## config.mk

```make
export PLATFORM = sky130hd
export DESIGN_NAME = jump_controller
export DESIGN_NICKNAME = d
export VERILOG_FILES = /design/src/rtl/jump_controller.sv
export SDC_FILE = /design/constraint.sdc
export NUM_CORES = 1
export LEC_CHECK = 0
export BUFFER_PORTS_ARGS = -buffer_cell sky130_fd_sc_hd__buf_2
export CAP_MARGIN = 30
export CORE_MARGIN = 3
export CORE_UTILIZATION = 40
export CTS_BUF_LIST = sky130_fd_sc_hd__clkbuf_16
export DETAILED_ROUTE_END_ITERATION = 8
export REMOVE_ABC_BUFFERS = 1
export SYNTH_ARGS = -nofsm -noshare
export SYNTH_HDL_FRONTEND = slang
export SYNTH_SLANG_ARGS = --single-unit
```

## constraint.sdc

```tcl
create_clock -name clock -period 6.19 [get_ports clock]
set_input_delay 1.238 -clock clock [delete_from_list [all_inputs] [get_ports clock]]
set_output_delay 1.238 -clock clock [all_outputs]
set_load 0.05 [all_outputs]
```

## src/rtl/jump_controller.sv

```systemverilog
// jump_controller
//   Debounces a raw jump key, derives a once-per-frame physics strobe from the
//   scan position, and runs a three-state (IDLE/RISE/FALL) jump trajectory.
//   Height h counts pixels above the ground; char_y is the sprite top row.
//
// Ports
//   clock        in   pixel clock
//   reset        in   asynchronous active-low reset
//   jump_key     in   raw asynchronous key, active-high
//   display_row  in   [10:0] current scan row
//   display_col  in   [11:0] current scan column
//   char_y       out  [10:0] registered character top row (GROUND_Y - h)
//   airborne     out  registered, high while the state is not IDLE
//   frame_tick   out  registered one-cycle physics update strobe
//
// Build option
//   DOUBLE_JUMP_EN : when defined, one extra request per jump is accepted
//                    while airborne and relaunches at the next tick.
module jump_controller #(
    parameter int DEBOUNCE_CYCLES = 1080000,
    parameter int VBLANK_ROW      = 1024,
    parameter int GROUND_Y        = 800,
    parameter int JUMP_V0         = 20,
    parameter int GRAVITY         = 2
) (
    input  logic        clock,
    input  logic        reset,
    input  logic        jump_key,
    input  logic [10:0] display_row,
    input  logic [11:0] display_col,
    output logic [10:0] char_y,
    output logic        airborne,
    output logic        frame_tick
);

    localparam int CNT_W = (DEBOUNCE_CYCLES > 1) ? $clog2(DEBOUNCE_CYCLES) : 1;
    localparam logic [CNT_W-1:0]  CNT_LAST = CNT_W'(DEBOUNCE_CYCLES - 1);
    localparam logic [10:0]       VB_ROW   = 11'(VBLANK_ROW);
    localparam logic [10:0]       GROUND_H = 11'(GROUND_Y);
    localparam logic signed [11:0] GROUND_N = 12'(GROUND_Y);
    localparam logic [10:0]       H_LAUNCH = 11'(JUMP_V0);
    localparam logic signed [8:0] V_LAUNCH = 9'(JUMP_V0 - GRAVITY);
    localparam logic signed [8:0] V_GRAV   = 9'(GRAVITY);

    typedef enum logic [1:0] {
        IDLE = 2'd0,
        RISE = 2'd1,
        FALL = 2'd2
    } state_e;

    logic                    sync1_q, sync1_d;
    logic                    sync2_q, sync2_d;
    logic                    db_level_q, db_level_d;
    logic [CNT_W-1:0]        db_cnt_q, db_cnt_d;
    logic                    pending_q, pending_d;
    logic                    frame_tick_q, frame_tick_d;
    state_e                  state_q, state_d;
    logic [10:0]             h_q, h_d;
    logic signed [8:0]       v_q, v_d;
    logic [10:0]             char_y_q, char_y_d;
    logic                    airborne_q, airborne_d;
    logic                    key_rise_s;
    logic                    accept_s;
    logic signed [11:0]      n_s;
    logic signed [8:0]       v_next_s;
`ifdef DOUBLE_JUMP_EN
    logic                    dj_used_q, dj_used_d;
    logic [11:0]             dj_sum_s;
`endif

    // Key synchronizer and debounce counter; a bounce back to the current level restarts the count.
    always_comb begin
        sync1_d    = jump_key;
        sync2_d    = sync1_q;
        db_level_d = db_level_q;
        db_cnt_d   = '0;
        if (sync2_q != db_level_q) begin
            if (db_cnt_q == CNT_LAST) begin
                db_level_d = ~db_level_q;
                db_cnt_d   = '0;
            end else begin
                db_cnt_d   = db_cnt_q + CNT_W'(1);
            end
        end else begin
            db_cnt_d = '0;
        end
        // Rise is flagged in the cycle the level flips so a coincident tick can consume it.
        key_rise_s   = db_level_d & ~db_level_q;
        frame_tick_d = (display_row == VB_ROW) && (display_col == 12'd0);
    end

    // Jump state machine: next state, height/velocity update and request bookkeeping.
    always_comb begin
        state_d   = state_q;
        h_d       = h_q;
        v_d       = v_q;
        pending_d = pending_q;
        n_s       = $signed({1'b0, h_q}) + $signed({{3{v_q[8]}}, v_q});
        v_next_s  = v_q - V_GRAV;
`ifdef DOUBLE_JUMP_EN
        dj_used_d = dj_used_q;
        dj_sum_s  = {1'b0, h_q} + 12'(JUMP_V0);
        accept_s  = (state_q == IDLE) || !dj_used_q;
`else
        accept_s  = (state_q == IDLE);
`endif
        if (key_rise_s && accept_s) begin
            pending_d = 1'b1;
        end else begin
            pending_d = pending_q;
        end

        if (frame_tick_q) begin
            case (state_q)
                IDLE: begin
                    if (pending_q || key_rise_s) begin
                        h_d       = H_LAUNCH;
                        v_d       = V_LAUNCH;
                        pending_d = 1'b0;
                        state_d   = RISE;
                    end else begin
                        state_d   = IDLE;
                    end
                end
                RISE, FALL: begin
`ifdef DOUBLE_JUMP_EN
                    if (pending_q && !dj_used_q) begin
                        dj_used_d = 1'b1;
                        pending_d = 1'b0;
                        if (dj_sum_s > 12'(GROUND_Y)) begin
                            h_d     = GROUND_H;
                            v_d     = 9'sd0;
                            state_d = FALL;
                        end else begin
                            h_d     = dj_sum_s[10:0];
                            v_d     = V_LAUNCH;
                            state_d = RISE;
                        end
                    end else
`endif
                    if (n_s <= 12'sd0) begin
                        // Landing: a pending request waits for the next tick.
                        h_d     = 11'd0;
                        v_d     = 9'sd0;
                        state_d = IDLE;
`ifdef DOUBLE_JUMP_EN
                        dj_used_d = 1'b0;
`endif
                    end else if (n_s > GROUND_N) begin
                        h_d     = GROUND_H;
                        v_d     = 9'sd0;
                        state_d = FALL;
                    end else begin
                        h_d     = n_s[10:0];
                        v_d     = v_next_s;
                        state_d = (v_next_s > 9'sd0) ? RISE : FALL;
                    end
                end
                default: begin
                    h_d     = 11'd0;
                    v_d     = 9'sd0;
                    state_d = IDLE;
                end
            endcase
        end else begin
            state_d = state_q;
        end

        char_y_d   = GROUND_H - h_d;
        airborne_d = (state_d != IDLE);
    end

    // State and output registers with asynchronous active-low reset.
    always_ff @(posedge clock or negedge reset) begin
        if (!reset) begin
            sync1_q      <= 1'b0;
            sync2_q      <= 1'b0;
            db_level_q   <= 1'b0;
            db_cnt_q     <= '0;
            pending_q    <= 1'b0;
            frame_tick_q <= 1'b0;
            state_q      <= IDLE;
            h_q          <= 11'd0;
            v_q          <= 9'sd0;
            char_y_q     <= GROUND_H;
            airborne_q   <= 1'b0;
`ifdef DOUBLE_JUMP_EN
            dj_used_q    <= 1'b0;
`endif
        end else begin
            sync1_q      <= sync1_d;
            sync2_q      <= sync2_d;
            db_level_q   <= db_level_d;
            db_cnt_q     <= db_cnt_d;
            pending_q    <= pending_d;
            frame_tick_q <= frame_tick_d;
            state_q      <= state_d;
            h_q          <= h_d;
            v_q          <= v_d;
            char_y_q     <= char_y_d;
            airborne_q   <= airborne_d;
`ifdef DOUBLE_JUMP_EN
            dj_used_q    <= dj_used_d;
`endif
        end
    end

    assign char_y     = char_y_q;
    assign airborne   = airborne_q;
    assign frame_tick = frame_tick_q;

endmodule

```

# Word-level counts from Yosys, hierarchy flattened
# Index checks and enable logic that the tools add are counted.
[totals]
ff_bits = 60
inputBits = 26
out_inout_bits = 13
wordCells = 57
[classes]
addsub = 4
magnitude_cmp = 3
n_eq_ne = 6
n_mux = 23
n_bitwise = 2
n_reduce_logical = 8
[ops]
columns = ["op", "count"]
rows = [
  ["$mux 11", 4],
  ["$mux 21", 2],
  ["$mux 9", 3],
  ["$pmux 11 s2", 1],
  ["$add 21x1->21 const B", 1],
  ["$eq 21x21->1 const B", 1],
  ["$pmux 9 s2", 1],
  ["$add 12x9->12", 1],
  ["$gt 12x11->1 const B", 1],
  ["$le 12x1->1 const B", 1],
  ["$logic_not 12->1", 1],
  ["$eq 11x11->1 const B", 1],
  ["$sub 10x11->11 const A", 1],
  ["$gt 9x1->1 const B", 1],
  ["$sub 9x3->9 const B", 1],
  ["$mux 2", 4],
  ["$mux 1", 7],
  ["$pmux 2 s2", 1],
  ["$eq 2x1->1 const B", 1],
  ["$eq 2x2->1 const B", 1],
  ["$logic_and 1x1->1", 2],
  ["$logic_not 2->1", 1],
  ["$ne 2x1->1 const B", 1],
  ["$reduce_and 2->1", 1],
  ["6 further kinds", 6],
]

# Longest topological paths before layout
[logic_depth]
ltp_word = 9
depth_mapped = 13
ltp_nobuf = 12

# Least setup slack after synthesis
# OpenSTA, ideal clock, no wires.
[synth_path]
kind = "reg-to-reg"
start = "register v_q[4]"
end = "register char_y_q[10], in the netlist char_y[10]"
setup_ns = 0.080
arrival_ns = 2.952
t_required_ns = 6.110
setup_slack_ns = 3.158
path_stages_with_launch = 14
n_path_buf = 1
period_less_slack_ns = 3.032
path_cell_list = "dfrtp_1 > ha_1 > buf_2 > a21o_1 > a221oi_2 > a21oi_2 > xnor2_1 > nand4_2 > and3_4 > a22oi_1 > ha_1 > nand2_1 > o211ai_2 > xnor2_1"
[synth_between]
elab_chain_len = 7
word_cells_on_any_way = 8
classes_between = "2 x add/sub; 2 x order compare; 4 x mux"
[synth_lines]
columns = ["item", "line_no", "text"]
rows = [
  ["start, declared", "59", "logic signed [8:0] v_q, v_d;"],
  ["start signal, assigned", "199", "v_q <= v_d;"],
  ["$add 12x9->12 *", "98", "n_s = $signed({1'b0, h_q}) + $signed({{3{v_q[8]}}, v_q});"],
  ["$gt 12x11->1", "149", "end else if (n_s > GROUND_N) begin"],
  ["$mux 11", "149", ""],
  ["$mux 11 *", "141", "if (n_s <= 12'sd0) begin"],
  ["$pmux 11 s2 *", "114", "case (state_q)"],
  ["$mux 11 *", "113", "if (frame_tick_q) begin"],
  ["$sub 10x11->11 *", "169", "char_y_d = GROUND_H - h_d;"],
  ["named net char_y_d[10]", "60", "logic [10:0] char_y_q, char_y_d;"],
  ["end signal, assigned", "200", "char_y_q <= char_y_d;"],
  ["end, declared", "60", ""],
]
# Mark *: on every way through the listed nets, which the timed path passes. The rest lies on a longest branch.
# A chain may end at the register's enable or synchronous reset.

# Worst setup path after layout
[layout_path]
start = "register v_q[8]"
end = "register char_y_q[10], in the netlist char_y[10]"
# Same word-level chain as after synthesis.

==> flow_metrics.tcl <==
set metrics [dict create \
    synthDistinctLibCells 74 \
    ant_diodes 0 \
    synth-async-reset-ratio_pct 100 \
    dr_total_vias 2900 \
    clockPowerShare_pct 54.4 \
    complex_gate_fraction_of_the_synthesized_area_pct 19.1 \
    total_detailed_routing_wirelength_um 8260 \
    synth_simple_gate_area_share_pct 21.8 \
    h_tree_depth 3 \
    initial_drc_count 207 \
    ys.flop_type "dfrtp_1" \
    combPwrFrac_pct 2.4 \
    path_buf_inv 0 \
    floorplan.initialDensity_pct 42.2 \
    final_hold_viol_count 0 \
    core.rowCount 33 \
    port-buffer-count 38 \
    clock_path_buffers 2 \
    routability_driven_placement_congestion_ratio 0.834 \
    slowest_stage "a211oi_2" \
    clock_tree_from_tritoncts "done" \
    die_height_um 101 \
    min-delay-path-class "reg -> reg" \
    worst-endpoint-arrival_ns 3.80 \
    share_of_cells_above_drive_strength_1_pct 19.2 \
    maxSlewViolCount 0 \
    synth_cells 367 \
    dp_cells 501 \
    cts_num_sinks 58 \
    setup.worst_path.start_class "flip-flop" \
    drt-pass1-iter-count 4 \
    power.net_switching_uw 192 \
    cts_hold_repair.buffers 0 \
    slew_headroom_pct 42.8 \
    maximum_fanout_encountered_on_the_critical_timing_path 11 \
    placement.setup.worst_slack_ns 2.69 \
    drc_errors 0 \
    post_drt_via_cell_ratio 5.61 \
    tritoncts.num_buffers 9 \
    seq_power_share_pct 43.2 \
    synth.area.top_cells "dfrtp_1 38%, ha_1 5.6%, xnor2_1 4.7%" \
    number_of_global_route_vias_before_repair 2778 \
    cp_common_cell "ha_1" \
    num-fill-cells 779 \
    synth.cells.most_frequent "55 x dfrtp_1, 39 x nor2_1, 24 x nand2_1, 19 x xnor2_1" \
    cell_family_with_the_largest_share_of_critical_path_delay "compound AO/OA/AOI/OAI gates" \
    detail-route-antenna-nets 0 \
    post-cts-setup-buffers 0 \
    synth_xor_xnor_area_share_pct 8.57 \
    vdd_ir_drop_max_mv 0.104 \
    postCtsResizedCells 0 \
    worst_skew_pair.late_latency_ns 0.33 \
    critical_path.max_stage_delay_ns 0.54 \
    antenna_found_initial 0 \
    cts_root_buffer "clkbuf_16" \
    layout.cell_area.non_filler_mm2 0.00413 \
    cell_with_the_most_instances_after_synthesis "dfrtp_1" \
    yosysWarningCount 0 \
    proportion_of_synthesized_area_in_mux_cells_pct 0.595 \
    dieArea_mm2 0.0101 \
    grt_max_degree 59 \
    post_synth_edffs 0 \
    slew_at_the_pin_with_the_worst_max_slew_slack_ns 0.858 \
    synth_seq_cells 58 \
    synth_fa_ha_area_share_pct 5.60 \
    fin_ws_ns 2.64 \
    static_leakage_uw 0.00199 \
    post-dp-hpwl_um 6020 \
    power.share.switching_pct 21.6 \
    grt.overflow.total 0 \
    detailed_place.area_mm2 0.00384 \
    synth.cell_area_mm2 0.00358 \
    min_period_over_period_pct 57.4 \
    pwr_density_cell_mw_per_mm2 215 \
    critical_path.endpoint_type "flip-flop" \
    criticalPathCategory "reg -> reg" \
    timing.final.crit_period_ns 3.55 \
    final.setup_skew_ns 0.00798 \
    synthDominantAreaCellType "dfrtp_1" \
    worst-endpoint-required_ns 6.44 \
    setup_tns_ns 0 \
    area_growth_pct 15.4 \
    core_mm2 0.00846 \
    fp.dieW_um 101 \
    layout.nets 449 \
    run_status "finished, final reports clean" \
    cts.clk_slew.worst_paths_ns 0.06 \
    max_freq_mhz 282 \
    ioPinCount 39 \
    grt_pass1_wl_um 13800 \
    gr-usage-all-layers_pct 17.3 \
    synth_top_area_share_pct 38.5 \
    synth_seq_area_share_pct 40.7 \
    timing.final.setup_violations 0 \
    unrepaired_setup_endpoints_after_global_routing "no" \
    drv_cap 0 \
    post_layout_nonfiller_instances 517 \
    syn_avg_cell_area_um2 9.74 \
    internal_power_uw 696 \
    dominant_combinational_cell_family_by_area_after_synthesis "simple AND/OR/NAND/NOR gates" \
    crit_chain "ha_1 > a211o_1 > a211oi_1 > o21bai_1 > a211oi_2 > nor3b_4 > and3_4 > a22oi_1 > ha_1 > nand2_1 > o211ai_2 > xnor2_1" \
    wl_per_cell_um 16.0 \
]
routing by layer:
metal / vias up / global-route usage [%] / share of wire, %
met5: - / 0 / 0
met1: 1395 / 25.1 / 50
met3: 16 / 4.36 / 4.6
met2: 56 / 24.6 / 43
met4: 0 / 6.84 / 2.0
li1: 1433 / - / -
cell families (layout without fill, tap and decap cells):
logic type	Yosys count	after routing
buffers and inverters	26	71
adder cells (fa/ha/maj)	16	16
AND/OR/NAND/NOR	142	142
flip-flops	58	58
multiplexers	2	2
XOR/XNOR	35	35
AO/OA/AOI/OAI	88	88
placed cells by master, fill, tap and decap left out, types with 4 or more instances in the layout:
cell type   n
nand2_1    24
a21oi_1    14
nor4_1      7
and2_1      4
and3_1     10
nor3_1      6
xnor2_1    19
clkbuf_16   9
xor2_1     16
ha_1       16
nor2b_1     4
buf_2      38
o21ai_0    14
a21o_1      6
or3_1       6
inv_1      17
nand4_1     7
nand3_1    13
o211ai_1    5
nor2_1     39
dfrtp_1    55
registers in the layout, summed over array words and instances (netlist names):
signal and flops:
db_cnt_q 21, char_y 11, h_q 10, v_q 8, state_q 2, airborne 1, db_level_q 1, frame_tick 1
pending_q 1, sync1_q 1, sync2_q 1
through the flow:
step                power [µW]  util (%)  hold WS, ns
CTS                        899      48.7        0.350
detailed placement         413      45.4        0.338
finish                     888      48.7        0.348
global placement           412      45.4        0.332
floorplan                  395         -        0.331
global route               921      48.7        0.351
area by class of cell:
class                   count  area, µm²  area share [%]
repair buffers             39        198            4.79
inverters                  16       60.1            1.46
clock buffers               9        225            5.46
well taps                 105        131            3.18
multi-input cells         283       1990            48.3
clock inverters             7       61.3            1.49
flip-flops and latches     58       1460            35.3
final timing paths:
| path | startpoint | to | slack, ns | cells past startpoint |
|---|---|---|---|---|
| min | sync1_q | sync2_q | 0.35 | 0 |
| min reg2reg | sync1_q | sync2_q | 0.35 | 0 |
| min in group asynchronous | reset | char_y[10] | 1.05 | 2 |
| max reg2reg | v_q[8] | char_y[10] | 2.64 | 12 |
| max in group asynchronous | reset | db_cnt_q[5] | 4.62 | 2 |
| max | v_q[8] | char_y[10] | 2.64 | 12 |
power by group through the flow:
stage          logic, µW  clock network, µW  registers, µW
2_1_floorplan       5.21                  0            390
3_3_place_gp        22.3                  0            390
3_5_place_dp        22.7                  0            390
4_1_cts             22.9                492            384
5_1_grt             25.5                511            384
6_report            21.7                483            384
No activity file was read; power rests on OpenSTA's default activity.
